### src/rtl/vend_host_driver_if.sv
// Machine-side bus between the purchase host and the vending machine.
// master: host drives card/key/pay/door, machine returns vend/cost/status.
interface vend_host_driver_if;
  logic       CARD_IN;
  logic [3:0] ITEM_CODE;
  logic       KEY_PRESS;
  logic       VALID_TRAN;
  logic       DOOR_OPEN;
  logic       VEND;
  logic       INVALID_SEL;
  logic [2:0] COST;
  logic       FAILED_TRAN;

  modport master (
    output CARD_IN, ITEM_CODE, KEY_PRESS,
    output VALID_TRAN, DOOR_OPEN,
    input  VEND, INVALID_SEL, COST, FAILED_TRAN
  );

  modport slave (
    input  CARD_IN, ITEM_CODE, KEY_PRESS,
    input  VALID_TRAN, DOOR_OPEN,
    output VEND, INVALID_SEL, COST, FAILED_TRAN
  );
endinterface

### src/rtl/vend_host_driver.sv
// Purchase host: card, two key digits, cost check, pay/decline, door.
// Ports: CLK/RESET, START/TENS/ONES, LOAD_BAL/BAL_IN, mach bus, BUSY/DONE/STATUS/BALANCE.
module vend_host_driver #(
  parameter int KEY_GAP     = 1,
  parameter int COST_WAIT   = 2,
  parameter int TIMEOUT     = 8,
  parameter int DOOR_CYCLES = 2
) (
  input  logic       CLK,
  input  logic       RESET,
  input  logic       START,
  input  logic [3:0] TENS,
  input  logic [3:0] ONES,
  input  logic       LOAD_BAL,
  input  logic [7:0] BAL_IN,
  vend_host_driver_if.master mach,
  output logic       BUSY,
  output logic       DONE,
  output logic [1:0] STATUS,
  output logic [7:0] BALANCE
);

  typedef enum logic [3:0] {
    IDLE, CARD, KEY1, GAP1, KEY2, GAP2, CWAIT,
    PAY, DECL, VWAIT, DOPEN, DCLOSE, FIN
  } state_t;

  localparam logic [1:0] ST_OK   = 2'd0;
  localparam logic [1:0] ST_INV  = 2'd1;
  localparam logic [1:0] ST_DECL = 2'd2;
  localparam logic [1:0] ST_NOV  = 2'd3;

  localparam logic [3:0] GAP_LAST  = 4'(KEY_GAP - 1);
  localparam logic [3:0] CW_LAST   = 4'(COST_WAIT - 1);
  localparam logic [3:0] TO_LAST   = 4'(TIMEOUT - 1);
  localparam logic [3:0] DOOR_LAST = 4'(DOOR_CYCLES - 1);

  state_t     state;
  logic [3:0] timer;
  logic [3:0] tens_q;
  logic [3:0] ones_q;
  logic [2:0] cost_q;
  logic       card_in;
  logic       key_press;
  logic       valid_tran;
  logic       door_open;
  logic [3:0] item_code;

  assign mach.CARD_IN    = card_in;
  assign mach.ITEM_CODE  = item_code;
  assign mach.KEY_PRESS  = key_press;
  assign mach.VALID_TRAN = valid_tran;
  assign mach.DOOR_OPEN  = door_open;

  always_ff @(posedge CLK) begin
    if (RESET) begin
      state      <= IDLE;
      timer      <= '0;
      tens_q     <= '0;
      ones_q     <= '0;
      cost_q     <= '0;
      card_in    <= 1'b0;
      key_press  <= 1'b0;
      valid_tran <= 1'b0;
      door_open  <= 1'b0;
      item_code  <= '0;
      BUSY       <= 1'b0;
      DONE       <= 1'b0;
      STATUS     <= ST_OK;
      BALANCE    <= '0;
    end else begin
      // every state change below also clears the timer
      timer <= timer + 4'd1;
      unique case (state)
        IDLE: begin
          timer <= '0;
          if (LOAD_BAL) BALANCE <= BAL_IN;
          if (START) begin
            tens_q  <= TENS;
            ones_q  <= ONES;
            STATUS  <= ST_OK;
            BUSY    <= 1'b1;
            card_in <= 1'b1;
            state   <= CARD;
          end
        end
        CARD: begin
          timer     <= '0;
          card_in   <= 1'b0;
          item_code <= tens_q;
          key_press <= 1'b1;
          state     <= KEY1;
        end
        KEY1: begin
          timer     <= '0;
          key_press <= 1'b0;
          if (mach.INVALID_SEL) begin
            item_code <= '0;
            STATUS    <= ST_INV;
            DONE      <= 1'b1;
            state     <= FIN;
          end else begin
            state <= GAP1;
          end
        end
        GAP1: begin
          if (mach.INVALID_SEL) begin
            timer     <= '0;
            item_code <= '0;
            STATUS    <= ST_INV;
            DONE      <= 1'b1;
            state     <= FIN;
          end else if (timer == GAP_LAST) begin
            timer     <= '0;
            item_code <= ones_q;
            key_press <= 1'b1;
            state     <= KEY2;
          end
        end
        KEY2: begin
          timer     <= '0;
          key_press <= 1'b0;
          if (mach.INVALID_SEL) begin
            item_code <= '0;
            STATUS    <= ST_INV;
            DONE      <= 1'b1;
            state     <= FIN;
          end else begin
            state <= GAP2;
          end
        end
        GAP2: begin
          if (mach.INVALID_SEL) begin
            timer     <= '0;
            item_code <= '0;
            STATUS    <= ST_INV;
            DONE      <= 1'b1;
            state     <= FIN;
          end else if (timer == GAP_LAST) begin
            timer     <= '0;
            item_code <= '0;
            state     <= CWAIT;
          end
        end
        CWAIT: begin
          if (mach.INVALID_SEL) begin
            timer  <= '0;
            STATUS <= ST_INV;
            DONE   <= 1'b1;
            state  <= FIN;
          end else if (timer == CW_LAST) begin
            timer  <= '0;
            cost_q <= mach.COST;
            // a zero cost means the machine rejected the code
            if (mach.COST == 3'd0) begin
              STATUS <= ST_INV;
              DONE   <= 1'b1;
              state  <= FIN;
            end else if (BALANCE >= {5'd0, mach.COST}) begin
              valid_tran <= 1'b1;
              state      <= PAY;
            end else begin
              state <= DECL;
            end
          end
        end
        PAY: begin
          timer      <= '0;
          valid_tran <= 1'b0;
          BALANCE    <= BALANCE - {5'd0, cost_q};
          state      <= VWAIT;
        end
        DECL: begin
          if (mach.FAILED_TRAN || timer == TO_LAST) begin
            timer  <= '0;
            STATUS <= ST_DECL;
            DONE   <= 1'b1;
            state  <= FIN;
          end
        end
        VWAIT: begin
          if (mach.VEND) begin
            timer     <= '0;
            door_open <= 1'b1;
            state     <= DOPEN;
          end else if (timer == TO_LAST) begin
            timer  <= '0;
            STATUS <= ST_NOV;
            DONE   <= 1'b1;
            state  <= FIN;
          end
        end
        DOPEN: begin
          if (timer == DOOR_LAST) begin
            timer     <= '0;
            door_open <= 1'b0;
            state     <= DCLOSE;
          end
        end
        DCLOSE: begin
          if (!mach.VEND) begin
            timer  <= '0;
            STATUS <= ST_OK;
            DONE   <= 1'b1;
            state  <= FIN;
          end else if (timer == TO_LAST) begin
            timer  <= '0;
            STATUS <= ST_NOV;
            DONE   <= 1'b1;
            state  <= FIN;
          end
        end
        FIN: begin
          timer <= '0;
          DONE  <= 1'b0;
          BUSY  <= 1'b0;
          state <= IDLE;
        end
        default: begin
          timer <= '0;
          state <= IDLE;
        end
      endcase
    end
  end

endmodule

### src/flat_wrapper.sv
// flat-port wrapper written by rule: the top's interface ports become plain ports
module vend_host_driver_flat 
#(
  parameter int KEY_GAP     = 1,
  parameter int COST_WAIT   = 2,
  parameter int TIMEOUT     = 8,
  parameter int DOOR_CYCLES = 2
)
  (CLK, RESET, START, TENS, ONES, LOAD_BAL, BAL_IN, BUSY, DONE, STATUS, BALANCE, mach_CARD_IN, mach_ITEM_CODE, mach_KEY_PRESS, mach_VALID_TRAN, mach_DOOR_OPEN, mach_VEND, mach_INVALID_SEL, mach_COST, mach_FAILED_TRAN);
  vend_host_driver_if mach_i ();
  input  logic CLK;
  input  logic RESET;
  input  logic START;
  input  logic [3:0] TENS;
  input  logic [3:0] ONES;
  input  logic LOAD_BAL;
  input  logic [7:0] BAL_IN;
  output logic BUSY;
  output logic DONE;
  output logic [1:0] STATUS;
  output logic [7:0] BALANCE;
  output wire logic [$bits(mach_i.CARD_IN)-1:0] mach_CARD_IN;
  output wire logic [$bits(mach_i.ITEM_CODE)-1:0] mach_ITEM_CODE;
  output wire logic [$bits(mach_i.KEY_PRESS)-1:0] mach_KEY_PRESS;
  output wire logic [$bits(mach_i.VALID_TRAN)-1:0] mach_VALID_TRAN;
  output wire logic [$bits(mach_i.DOOR_OPEN)-1:0] mach_DOOR_OPEN;
  input wire logic [$bits(mach_i.VEND)-1:0] mach_VEND;
  input wire logic [$bits(mach_i.INVALID_SEL)-1:0] mach_INVALID_SEL;
  input wire logic [$bits(mach_i.COST)-1:0] mach_COST;
  input wire logic [$bits(mach_i.FAILED_TRAN)-1:0] mach_FAILED_TRAN;
  assign mach_CARD_IN = mach_i.CARD_IN;
  assign mach_ITEM_CODE = mach_i.ITEM_CODE;
  assign mach_KEY_PRESS = mach_i.KEY_PRESS;
  assign mach_VALID_TRAN = mach_i.VALID_TRAN;
  assign mach_DOOR_OPEN = mach_i.DOOR_OPEN;
  assign mach_i.VEND = mach_VEND;
  assign mach_i.INVALID_SEL = mach_INVALID_SEL;
  assign mach_i.COST = mach_COST;
  assign mach_i.FAILED_TRAN = mach_FAILED_TRAN;
  vend_host_driver #(.KEY_GAP(KEY_GAP), .COST_WAIT(COST_WAIT), .TIMEOUT(TIMEOUT), .DOOR_CYCLES(DOOR_CYCLES)) u_core (.CLK(CLK), .RESET(RESET), .START(START), .TENS(TENS), .ONES(ONES), .LOAD_BAL(LOAD_BAL), .BAL_IN(BAL_IN), .mach(mach_i), .BUSY(BUSY), .DONE(DONE), .STATUS(STATUS), .BALANCE(BALANCE));
endmodule
### config.mk
export PLATFORM = sky130hd
export DESIGN_NAME = vend_host_driver_flat
export DESIGN_NICKNAME = d
export VERILOG_FILES = /design/src/rtl/vend_host_driver_if.sv /design/src/rtl/vend_host_driver.sv /design/src/flat_wrapper.sv
export SDC_FILE = /design/constraint.sdc
export NUM_CORES = 1
export LEC_CHECK = 0
export CELL_PAD_IN_SITES_DETAIL_PLACEMENT = 0
export CELL_PAD_IN_SITES_GLOBAL_PLACEMENT = 2
export CORE_MARGIN = 1.5
export CORE_UTILIZATION = 32
export DETAILED_ROUTE_END_ITERATION = 16
export PLACE_DENSITY = 0.86
export RECOVER_POWER = 100
export SLEW_MARGIN = 20
export SYNTH_ARGS = -nofsm -noshare
export SYNTH_HDL_FRONTEND = slang
export SYNTH_SLANG_ARGS = --single-unit
export TNS_END_PERCENT = 5
### constraint.sdc
create_clock -name CLK -period 4.95 [get_ports CLK]
set_input_delay 0.99 -clock CLK [delete_from_list [all_inputs] [get_ports CLK]]
set_output_delay 0.99 -clock CLK [all_outputs]
set_load 0.1 [all_outputs]
* Word-level counts from Yosys, hierarchy flattened *
Index checks and enable logic that the tools add are counted.

cells by class
  $add $sub $neg = 2
  order comparisons = 1
  bitwise logic cells = 1
  equality and inequality tests = 32
  mux-type cells = 67
  reduce and logical (&&, ||, !) cells = 28

operators by type and width
  kind                  number
  $mux W4               29
  $pmux W4 S12          1
  $pmux W4 S6           1
  $eq A4 B3 Y1 const B  5
  $eq A4 B4 Y1 const B  5
  $mux W2               9
  $mux W1               17
  $pmux W4 S4           1
  $pmux W8 S2           1
  $ne A2 B1 Y1 const B  7
  $ne A2 B2 Y1 const B  7
  $ne A3 B2 Y1 const B  4
  $pmux W2 S6           1
  $reduce_and A6 Y1     2
  $reduce_bool A6 Y1    2
  $reduce_bool A2 Y1    5
  $reduce_and A3 Y1     3
  $eq A4 B1 Y1 const B  2
  $eq A4 B2 Y1 const B  2
  $ge A8 B3 Y1          1
  $logic_not A4 Y1      2
  $mux W8               1
  $pmux W1 S2           4
  $reduce_and A2 Y1     4
  other kinds (14)      15

storage, ports and cells
  bits of input ports = 26
  register bits = 39
  output and inout port bits = 20
  word-level logic and storage cells = 145

* Longest topological paths before layout *
Gate-level depths: netlist (run 1).

  depth in word-level cells = 6
  gate-level depth with buffers = 8
  mapped depth without buffers = 8

* Least setup slack after synthesis (run 1) *
No wires, ideal clock.

  path kind = reg-to-reg
  start point = reg u_core.BALANCE[0]
  end point = reg u_core.state[1]
  library setup time = 0.058 ns
  buffers on the path = 0
  stages on the path, launching flop included = 8
  arrival time = 2.477 ns
  setup slack = 2.415 ns
  clock period less this slack = 2.535 ns
  required time = 4.892 ns
  path through = dfxtp_1 inv_1 ha_1 nor3b_1 o211a_1 or4_1 a311oi_1 a31o_2

on the way
  word-level cells in the longest chain between the ends = 6

ends and longest elaborated chain
  item                    line                     RTL
  start, declared         vend_host_driver.sv:20   output logic [7:0] BALANCE
  start signal, assigned  vend_host_driver.sv:170  BALANCE <= BALANCE - {5'd0, cost_q};
  $ge A8 B3 Y1            vend_host_driver.sv:159  end else if (BALANCE >= {5'd0, mach.COST}) begin
  $mux W4                 vend_host_driver.sv:159
  $mux W4                 vend_host_driver.sv:155  if (mach.COST == 3'd0) begin
  $mux W4                 vend_host_driver.sv:151  end else if (timer == CW_LAST) begin
  $mux W4                 vend_host_driver.sv:146  if (mach.INVALID_SEL) begin
  $pmux W4 S12            vend_host_driver.sv:74   unique case (state)
  end signal, assigned    vend_host_driver.sv:150  state <= FIN;
  end signal, assigned    vend_host_driver.sv:158  state <= FIN;
  end signal, assigned    vend_host_driver.sv:161  state <= PAY;
  end, declared           vend_host_driver.sv:38   state_t state;

Every way passes these cells. The select of a mux whose other input is x is not followed.
A chain may end at the register's enable or synchronous reset.

* Worst setup path after layout (run 1) *
  start point = reg u_core.state[3]
  end point = reg u_core.BALANCE[7]

on the way
  word-level cells in the longest chain between the ends = 3
  elaborated cells on any way between the ends = 6
  classes of those cells = eq/ne: 2; mux: 1; reduce/logical: 3

ends and longest elaborated chain
  item                                                          line                    RTL
  start signal, assigned                                        vend_host_driver.sv:57  state <= IDLE;
  start signal, assigned                                        vend_host_driver.sv:84  state <= CARD;
  start signal, assigned                                        vend_host_driver.sv:92  state <= KEY1;
  $eq A4 B3 Y1 or $logic_not A4 Y1 (tied branches)              vend_host_driver.sv:74
  $reduce_bool A2 Y1 (no line) or $ne A2 B2 Y1 (tied branches)  --
  $reduce_and A2 Y1 (no line)                                   --

Several ways; a longest one is shown, not always the timed one.

==> reports/summary.txt, run 1 <==
Ports -> 46
cells after synthesis -> 301
Post-synth EDFFs -> 0
register area share after synthesis -> 32.88%
Commonest cells post-synth -> dfxtp_1, nand2_1, a21oi_1, nor2_1, inv_1
CTS Buf Count -> 5
GPL Wtd Cong -> 0.8528
post-CTS sizing -> 0
CP max stage delay -> 1.47 ns
number of synthesis warnings -> 0
Worst Skew -> 0.008987 ns
Multi-input gate area -> 1448 µm²
CP endpoint -> u_core.BALANCE[7]
Post-Route WL -> 6.472 mm
failing checks -> capacitance limit, slew limit
reg-to-reg startpoint -> u_core.state[3]
TritonRoute pass-1 iters -> 4
CTS tree -> built
vias post-DR -> 2329
Starting DRT DRC Count -> 164
max-cap viol count -> 1
Gate power share -> 56.7%
cells along the critical path -> nor4_1 -> and2_0 -> nor2_1 -> mux2_2 -> nor3_1
DRT antenna net count -> 0
clock slew seen by the registers of the worst setup and hold paths -> 0.08 ns
H-tree lvl count -> 2
post-synth net total -> 337
Final nets -> 373
Rel. slew slack -> -13.74%
Fillers -> 775
Power Internal -> 820.7 µW
synthesized area -> 2375 µm²
Crit Reg-Reg Endpoint -> u_core.BALANCE[7]
VDD IR-drop max -> 0.2675 mV
routing usage on met1 -> 25.30%
CP endpoint kind -> flop
CTS Hold Bufs -> 0
final worst hold slack -> 0.4601 ns
final setup fails -> 0
Util after Layout -> 41.55%
syn avg cell area -> 7.890 µm²
power consumption -> 1.700 mW
crit path max fanout -> 24
Place WS -> 1.891 ns
cell taking the most area after synthesis -> dfxtp_1
storage element area -> 780.7 µm²
Arr. time, crit path -> 3.46 ns
total track usage -> 17.65%
# port buffers -> 45
HPWL reported at the end of detailed placement -> 4.653 mm
max-slew violations -> 13
aggregate global routing overflow -> 0
Die Span Y -> 89.15 µm
Final Hold Fails -> 0
Seq cells post-synth -> 39
GRT Max-Usage Layer -> met2
Core ar. -> 7214 µm²
ANT cells -> 0
M2 GR Usage -> 27.00%
Placed Area -> 2895 µm²
CP Class -> reg2reg
cell with the most instances after synthesis -> dfxtp_1
Final Non-Filler Cells -> 437
Post-CTS Repair Setup Buffers -> 0
ratio of cells with drive above 1 in the final layout -> 6.509%
DR vias/cell -> 5.330
power per cell area -> 567.1 nW/µm²
vias in the first global route -> 2275
Static Leak -> 1.110 nW
worst-case reg-to-reg path depth -> 5
CP startpoint -> u_core.state[3]
Die ar. -> 7947 µm²
Rows -> 31
setup TNS -> 0 ns
Final Worst Setup Slack -> 1.715 ns
met3 GRT Util -> 3.509%
ranking of synthesized cells by area -> dfxtp_1, a21oi_1, ha_1
Hold Crit Class -> reg2reg
first-pass GRT wire length -> 11.03 mm
placed insts -> 429
Max Clk Rate -> 309.2 MHz
Net Sw Frac -> 51.73%
Cell variety after synth -> 61
Die W -> 89.15 µm
worst-margin pin slew -> 1.691 ns
Synth async-reset ratio -> 0%
Worst Path Required -> 5.17 ns
clk root buf -> clkbuf_8
Worst path depth -> 5
slowest cell on the critical path -> nor4_1
period utilisation layout -> 65.34%
clock sinks -> 39
initial antenna violation count -> 0
run status -> finished with violations
final instance area -> 2998 µm²
Reg power frac -> 27.3%
Synth Flop Type -> dfxtp_1
clock buffer depth -> 2
Register-to-Register Setup Slack -> 1.72 ns
largest net degree at the start of global routing -> 28
RSZ-0062 raised after global routing -> false
min Tclk post-route -> 3.235 ns
cell class contributing the biggest share of worst-path delay -> simple AND/OR/NAND/NOR gates
top-area cell type share of the netlist area -> 32.88%
Clk network pwr share -> 16.0%
drt wl/cell -> 14.81 µm
Residual DRC -> 0
starting density of the core -> 32.92%
Startpoint Class -> flop
WP buf/inv -> 0
Psw -> 879.4 µW
Area Growth Syn to Fin -> 26.24%
worst skew pair latency -> 0.30 ns
[worst reg2reg max path: stages, from the launching register on]
cell and delay, ns:
dfxtp_1 0.57, nor4_1 1.47, and2_0 0.62, nor2_1 0.08
mux2_2 0.28, nor3_1 0.15
[power by group through the flow]
| stage | combinational (mW) | sequential [mW] | clock, mW |
|---|---|---|---|
| floorplan | 0.446 | 0.787 | 0 |
| global placement | 0.983 | 0.473 | 0 |
| detailed placement | 0.980 | 0.473 | 0 |
| CTS | 0.983 | 0.466 | 0.279 |
| global route | 1.05 | 0.478 | 0.296 |
| finish | 0.963 | 0.464 | 0.272 |
[cell type report]
class,instances,area share [%]
clock buffers,5,2.295
clock inverters,3,1.461
inverters,17,2.129
multi-input cells,226,48.29
flip-flops and latches,39,26.04
well taps,99,4.132
repair buffers,48,15.65
[cells by family after synthesis]
| family | share of synthesized area (%) |
|---|---|
| AO/OA/AOI/OAI | 23.18 |
| XOR/XNOR | 1.476 |
| adder cells (fa/ha/maj) | 6.006 |
| buffers and inverters | 6.164 |
| flip-flops | 32.88 |
| multiplexers | 1.739 |
| AND/OR/NAND/NOR | 28.56 |
[routing by layer]
| layer | share of wire, % | routed length (µm) | vias to the layer above |
|---|---|---|---|
| met5 | 0 | 0 | - |
| met4 | 0.79 | 51 | 0 |
| met1 | 51 | 3284 | 1083 |
| li1 | - | - | 1164 |
| met2 | 42 | 2732 | 76 |
| met3 | 6.3 | 405 | 6 |
[layout by cell type (no fill, tap or decap), types with 6 or more instances in the layout]
master,count
dfxtp_1,39
dlygate4sd3_1,23
nor3_1,15
nor2b_1,10
inv_1,17
nand2b_1,6
nand2_1,28
nand3_1,16
a211oi_1,7
a21oi_1,25
nor2_1,20
o21ai_0,10
clkdlybuf4s50_1,22
ha_1,9
[flip-flops by register name, indices dropped and copies added, names as in the netlist, 2 cells and up]
| signal | count |
|---|---|
| u_core.BALANCE | 8 |
| u_core.mach.ITEM_CODE | 4 |
| u_core.cost_q | 3 |
| u_core.tens_q | 4 |
| u_core.ones_q | 4 |
| u_core.STATUS | 2 |
| u_core.timer | 4 |
| u_core.state | 4 |
[worst min path at each step]
stage,from,to,slack (ns),depth (start not counted)
CTS,u_core.tens_q[3],u_core.tens_q[3],0.46,2
floorplan,u_core.ones_q[0],u_core.ones_q[0],0.44,2
detailed placement,u_core.tens_q[3],u_core.tens_q[3],0.45,2
global placement,u_core.tens_q[2],u_core.tens_q[2],0.44,2
global route,u_core.tens_q[3],u_core.tens_q[3],0.47,2
finish,u_core.tens_q[3],u_core.tens_q[3],0.46,2
Power figures use the tool's default switching activity.
==> run 2, diff against run 1 <==
--- a/config.mk
+++ b/config.mk
@@ -8,9 +8,9 @@
 export CELL_PAD_IN_SITES_DETAIL_PLACEMENT = 0
 export CELL_PAD_IN_SITES_GLOBAL_PLACEMENT = 2
 export CORE_MARGIN = 1.5
-export CORE_UTILIZATION = 32
+export CORE_UTILIZATION = 27
 export DETAILED_ROUTE_END_ITERATION = 16
-export PLACE_DENSITY = 0.86
+export PLACE_DENSITY = 0.77
 export RECOVER_POWER = 100
 export SLEW_MARGIN = 20
 export SYNTH_ARGS = -nofsm -noshare
==> constraint.sdc (replaced) <==
create_clock -name CLK -period 2.95 [get_ports CLK]
set_input_delay 0.59 -clock CLK [delete_from_list [all_inputs] [get_ports CLK]]
set_output_delay 0.59 -clock CLK [all_outputs]
set_load 0.1 [all_outputs]
==> run 2 against run 1 <==
The flow now finishes without violations; cell area is 1.8% lower; via count is 1.5% higher; highest routed layer unchanged; core utilization is 7.4 points lower; die area is 18% higher; clock-buffer cell count stayed put; total power is 68% higher; sequential power is 70% higher; clock power is 71% higher; wire length is 8.7% higher; non-clock buffer count is 8 higher; flip-flop and latch count stayed put; critical path type is now in2reg.
==> reports/summary.txt, run 2 (synthesis results as in run 1) <==
most common cell after layout, fill and taps aside -> dfxtp_1
# port buffers -> 45
final worst hold slack -> 0.4621 ns
starting density of the core -> 27.50%
largest net degree at the start of global routing -> 19
CP Class -> in2reg
final instance area -> 2945 µm²
HPWL reported at the end of detailed placement -> 5.187 mm
reg-to-reg startpoint -> u_core.state[1]
Placed Area -> 2917 µm²
RSZ-0062 raised after global routing -> false
Clk network pwr share -> 16.3%
clk root buf -> clkbuf_8
Reg power frac -> 27.6%
WP buf/inv -> 2
drt wl/cell -> 15.50 µm
Crit Reg-Reg Endpoint -> u_core.mach.ITEM_CODE[0]
storage element area -> 780.7 µm²
Psw -> 1.512 mW
cell class contributing the biggest share of worst-path delay -> compound AO/OA/AOI/OAI gates
post-CTS sizing -> 0
vias post-DR -> 2365
most frequent cells in the layout -> dfxtp_1, nand2_1, a21oi_1
Starting DRT DRC Count -> 143
max-cap viol count -> 0
Max Clk Rate -> 413.1 MHz
Final Hold Fails -> 0
VDD IR-drop max -> 0.3711 mV
setup TNS -> 0 ns
power per cell area -> 968.7 nW/µm²
CP max stage delay -> 0.58 ns
CP startpoint -> mach_COST[2]
worst skew pair latency -> 0.30 ns
Hold Startpoint -> u_core.ones_q[1]
Worst Path Required -> 3.19 ns
Die W -> 96.79 µm
CTS Hold Bufs -> 0
vias in the first global route -> 2283
CTS Buf Count -> 5
CP endpoint kind -> flop
Die ar. -> 9367 µm²
Register-to-Register Setup Slack -> 0.64 ns
first-pass GRT wire length -> 11.74 mm
Power Internal -> 1.342 mW
hold depth -> 2
Arr. time, crit path -> 2.67 ns
clock slew seen by the registers of the worst setup and hold paths -> 0.08 ns
Worst Hold End -> u_core.ones_q[1]
min Tclk post-route -> 2.421 ns
Ports -> 46
clock buffer depth -> 2
ratio of cells with drive above 1 in the final layout -> 8.382%
Reg with most FFs -> u_core.BALANCE
Startpoint Class -> input port
GPL Wtd Cong -> 0.8192
period utilisation layout -> 82.05%
DR vias/cell -> 5.209
worst-case reg-to-reg path depth -> 6
Place WS -> 0.2999 ns
ANT cells -> 0
Residual DRC -> 0
Static Leak -> 1.044 nW
CTS tree -> built
Post-Route WL -> 7.036 mm
Post-CTS Repair Setup Buffers -> 0
TritonRoute pass-1 iters -> 4
max reg flops -> 8
Die Span Y -> 96.79 µm
H-tree lvl count -> 2
Net Sw Frac -> 52.98%
Rows -> 34
aggregate global routing overflow -> 0
Area Growth Syn to Fin -> 24.03%
Core ar. -> 8636 µm²
worst-margin pin slew -> 1.177 ns
clock sinks -> 39
max-slew violations -> 0
total track usage -> 15.40%
crit path max fanout -> 4
DRT antenna net count -> 0
Rel. slew slack -> 21.84%
Multi-input gate area -> 1453 µm²
Final nets -> 381
slowest cell on the critical path -> dlygate4sd3_1
Hold Crit Class -> reg2reg
final setup fails -> 0
Util after Layout -> 34.11%
Worst Skew -> 0.006513 ns
initial antenna violation count -> 0
Final Worst Setup Slack -> 0.5294 ns
run status -> finished clean
cells along the critical path -> dlygate4sd3_1 -> inv_1 -> ha_1 -> o21ai_0 -> o211a_1 -> or4_1 -> a311oi_1 -> a31o_2
Gate power share -> 56.1%
Fillers -> 945
run 2: cell type report:
cell class | instances | area share (%)
Sequential cell | 39 | 26.51
Clock inverter | 3 | 1.487
Timing Repair Buffer | 56 | 13.59
Inverter | 17 | 2.167
Tap cell | 108 | 4.588
Multi-Input combinational cell | 226 | 49.32
Clock buffer | 5 | 2.336
run 2: worst reg2reg max path: stages, from the launching register on:
cell	delay, ns
dfxtp_1	0.66
clkbuf_1	0.50
or2_2	0.24
a21oi_1	0.06
o21ai_1	0.44
nor2b_1	0.20
nor3_1	0.06
run 2: worst max-delay path by stage:
| stage | cells past startpoint | end | slack (ns) |
|---|---|---|---|
| 3_5_place_dp | 8 | u_core.state[1] | 0.30 |
| 6_report | 8 | u_core.state[1] | 0.53 |
| 2_1_floorplan | 7 | u_core.state[1] | 0.42 |
| 5_1_grt | 6 | u_core.mach.ITEM_CODE[2] | 0.33 |
| 3_3_place_gp | 8 | u_core.state[1] | 0.36 |
| 4_1_cts | 8 | u_core.state[1] | 0.61 |
run 2: through the flow:
| step | power (mW) | std cells |
|---|---|---|
| after floorplan | 2.068 | 301 |
| after global placement | 2.488 | 446 |
| after detailed placement | 2.479 | 446 |
| after CTS | 2.954 | 454 |
| after global routing | 3.046 | 454 |
| final | 2.853 | 454 |
run 2: routing by layer:
layer	vias up	GRT usage (%)	share of wire, %
met5	-	0	0
met1	1109	21.60	49
li1	1183	-	-
met4	0	5.128	1.1
met3	6	3.251	4.8
met2	67	23.45	45
run 2: power groups by stage:
stage / combinational, mW / sequential (mW) / clock [mW]
CTS: 1.68 / 0.789 / 0.483
floorplan: 0.748 / 1.32 / 0
detailed placement: 1.68 / 0.802 / 0
finish: 1.60 / 0.787 / 0.464
global placement: 1.69 / 0.799 / 0
global route: 1.73 / 0.811 / 0.501
==> run 3, diff against run 2 <==
--- a/config.mk
+++ b/config.mk
@@ -8,9 +8,9 @@
 export CELL_PAD_IN_SITES_DETAIL_PLACEMENT = 0
 export CELL_PAD_IN_SITES_GLOBAL_PLACEMENT = 2
 export CORE_MARGIN = 1.5
-export CORE_UTILIZATION = 27
+export CORE_UTILIZATION = 30
 export DETAILED_ROUTE_END_ITERATION = 16
-export PLACE_DENSITY = 0.77
+export PLACE_DENSITY = 0.81
 export RECOVER_POWER = 100
 export SLEW_MARGIN = 20
 export SYNTH_ARGS = -nofsm -noshare
==> constraint.sdc (replaced) <==
create_clock -name CLK -period 2.52 [get_ports CLK]
set_input_delay 0.504 -clock CLK [delete_from_list [all_inputs] [get_ports CLK]]
set_output_delay 0.504 -clock CLK [all_outputs]
set_load 0.1 [all_outputs]
==> run 3 against run 2 <==
Combinational power up 18%; core utilization up 4.9 points; first-iteration DRC count decreased by 10%; sequential share of layout area fell by 0.46 points; worst hold slack lost 0.0020 ns; wire length down 4.4%; global-route usage is 1.4 points higher.
==> reports/summary.txt, run 3 (synthesis results as in run 1) <==
CP endpoint kind -> flop
Residual DRC -> 0
starting density of the core -> 30.89%
Rows -> 32
Arr. time, crit path -> 2.57 ns
power per cell area -> 1139 nW/µm²
Starting DRT DRC Count -> 128
Reg with most FFs -> u_core.BALANCE
RSZ-0062 raised after global routing -> false
setup TNS -> 0 ns
VDD IR-drop max -> 0.3774 mV
DR vias/cell -> 5.199
aggregate global routing overflow -> 0
worst skew pair latency -> 0.29 ns
power consumption -> 3.420 mW
max-slew violations -> 0
Startpoint Class -> input port
Ports -> 46
Post-Route WL -> 6.725 mm
Hold Crit Class -> reg2reg
max reg flops -> 8
GPL Wtd Cong -> 0.8427
slowest cell on the critical path -> dlygate4sd3_1
HPWL reported at the end of detailed placement -> 5.122 mm
Static Leak -> 1.076 nW
Die W -> 91.97 µm
Worst Path Required -> 2.76 ns
clock sinks -> 39
Final Hold Fails -> 0
clock slew seen by the registers of the worst setup and hold paths -> 0.08 ns
CTS tree -> built
first-pass GRT wire length -> 11.43 mm
CP Class -> in2reg
max-cap viol count -> 0
CP max stage delay -> 0.58 ns
final worst hold slack -> 0.4601 ns
Die Span Y -> 91.97 µm
ANT cells -> 0
final setup fails -> 0
min Tclk post-route -> 2.325 ns
total track usage -> 16.82%
clk root buf -> clkbuf_8
Final nets -> 390
clock buffer depth -> 2
Post-CTS Repair Setup Buffers -> 0
run status -> finished clean
Final Worst Setup Slack -> 0.1951 ns
most common cell after layout, fill and taps aside -> dfxtp_1
Rel. slew slack -> 21.20%
largest net degree at the start of global routing -> 21
crit path max fanout -> 3
drt wl/cell -> 14.72 µm
Die ar. -> 8458 µm²
Max Clk Rate -> 430.1 MHz
post-CTS sizing -> 0
worst-margin pin slew -> 1.187 ns
vias post-DR -> 2376
period utilisation layout -> 92.26%
Place WS -> -0.03573 ns
most frequent cells in the layout -> dfxtp_1, nand2_1, a21oi_1, clkbuf_1, clkdlybuf4s50_1
Area Growth Syn to Fin -> 26.40%
CTS Hold Bufs -> 0
vias in the first global route -> 2268
cells along the critical path -> dlygate4sd3_1 -> inv_1 -> ha_1 -> o21ai_0 -> o211a_1 -> or4_1 -> a311oi_1 -> a31o_2
Core ar. -> 7687 µm²
H-tree lvl count -> 2
# port buffers -> 45
DRT antenna net count -> 0
ratio of cells with drive above 1 in the final layout -> 9.014%
Worst Skew -> 0.003845 ns
CTS Buf Count -> 5
initial antenna violation count -> 0
TritonRoute pass-1 iters -> 4
## run 3: metrics by stage
step | area [µm²] | util (%) | cells
2_1_floorplan | 2376 | - | 301
3_3_place_gp | 2978 | 38.74 | 449
3_5_place_dp | 2978 | 38.74 | 449
4_1_cts | 3114 | 40.51 | 457
5_1_grt | 3002 | 39.05 | 457
6_report | 3002 | 39.05 | 457
## run 3: final timing paths
path	end	slack, ns	cells past startpoint	from
max	u_core.state[1]	0.20	8	mach_COST[2]
min reg2reg	u_core.ones_q[1]	0.46	2	u_core.ones_q[1]
max reg2reg	u_core.STATUS[1]	0.28	5	u_core.state[3]
min	u_core.ones_q[1]	0.46	2	u_core.ones_q[1]
## run 3: report_power, final
group | total [mW] | switching (mW) | internal [mW]
registers | 0.900 | 0.136 | 0.764
logic | 1.89 | 1.37 | 0.520
clock network | 0.633 | 0.238 | 0.395
total | 3.42 | 1.74 | 1.68
## run 3: cell type report
type                            count  area [µm²]
Sequential cell                    39       782.0
Tap cell                          102       127.6
Clock inverter                      3       67.56
Fill cell                         829        4686
Multi-Input combinational cell    226        1435
Timing Repair Buffer               65       456.7
Inverter                           17       63.81
Clock buffer                        5       68.82
## run 3: per-layer routing
layer	global-route usage, %	wire (µm)	vias up
met5	0	0	-
met4	4.359	63	0
met3	3.566	386	6
met2	25.00	2956	72
met1	24.47	3319	1098
li1	-	-	1200
## run 3: worst max-delay path, delay by kind of cell
family / cells / cell delay, ns
and+or+nand+nor: 1 / 0.41
buffers and inverters: 2 / 0.64
adders and majority gates: 1 / 0.26
AOI/OAI and AO/OA: 4 / 0.75
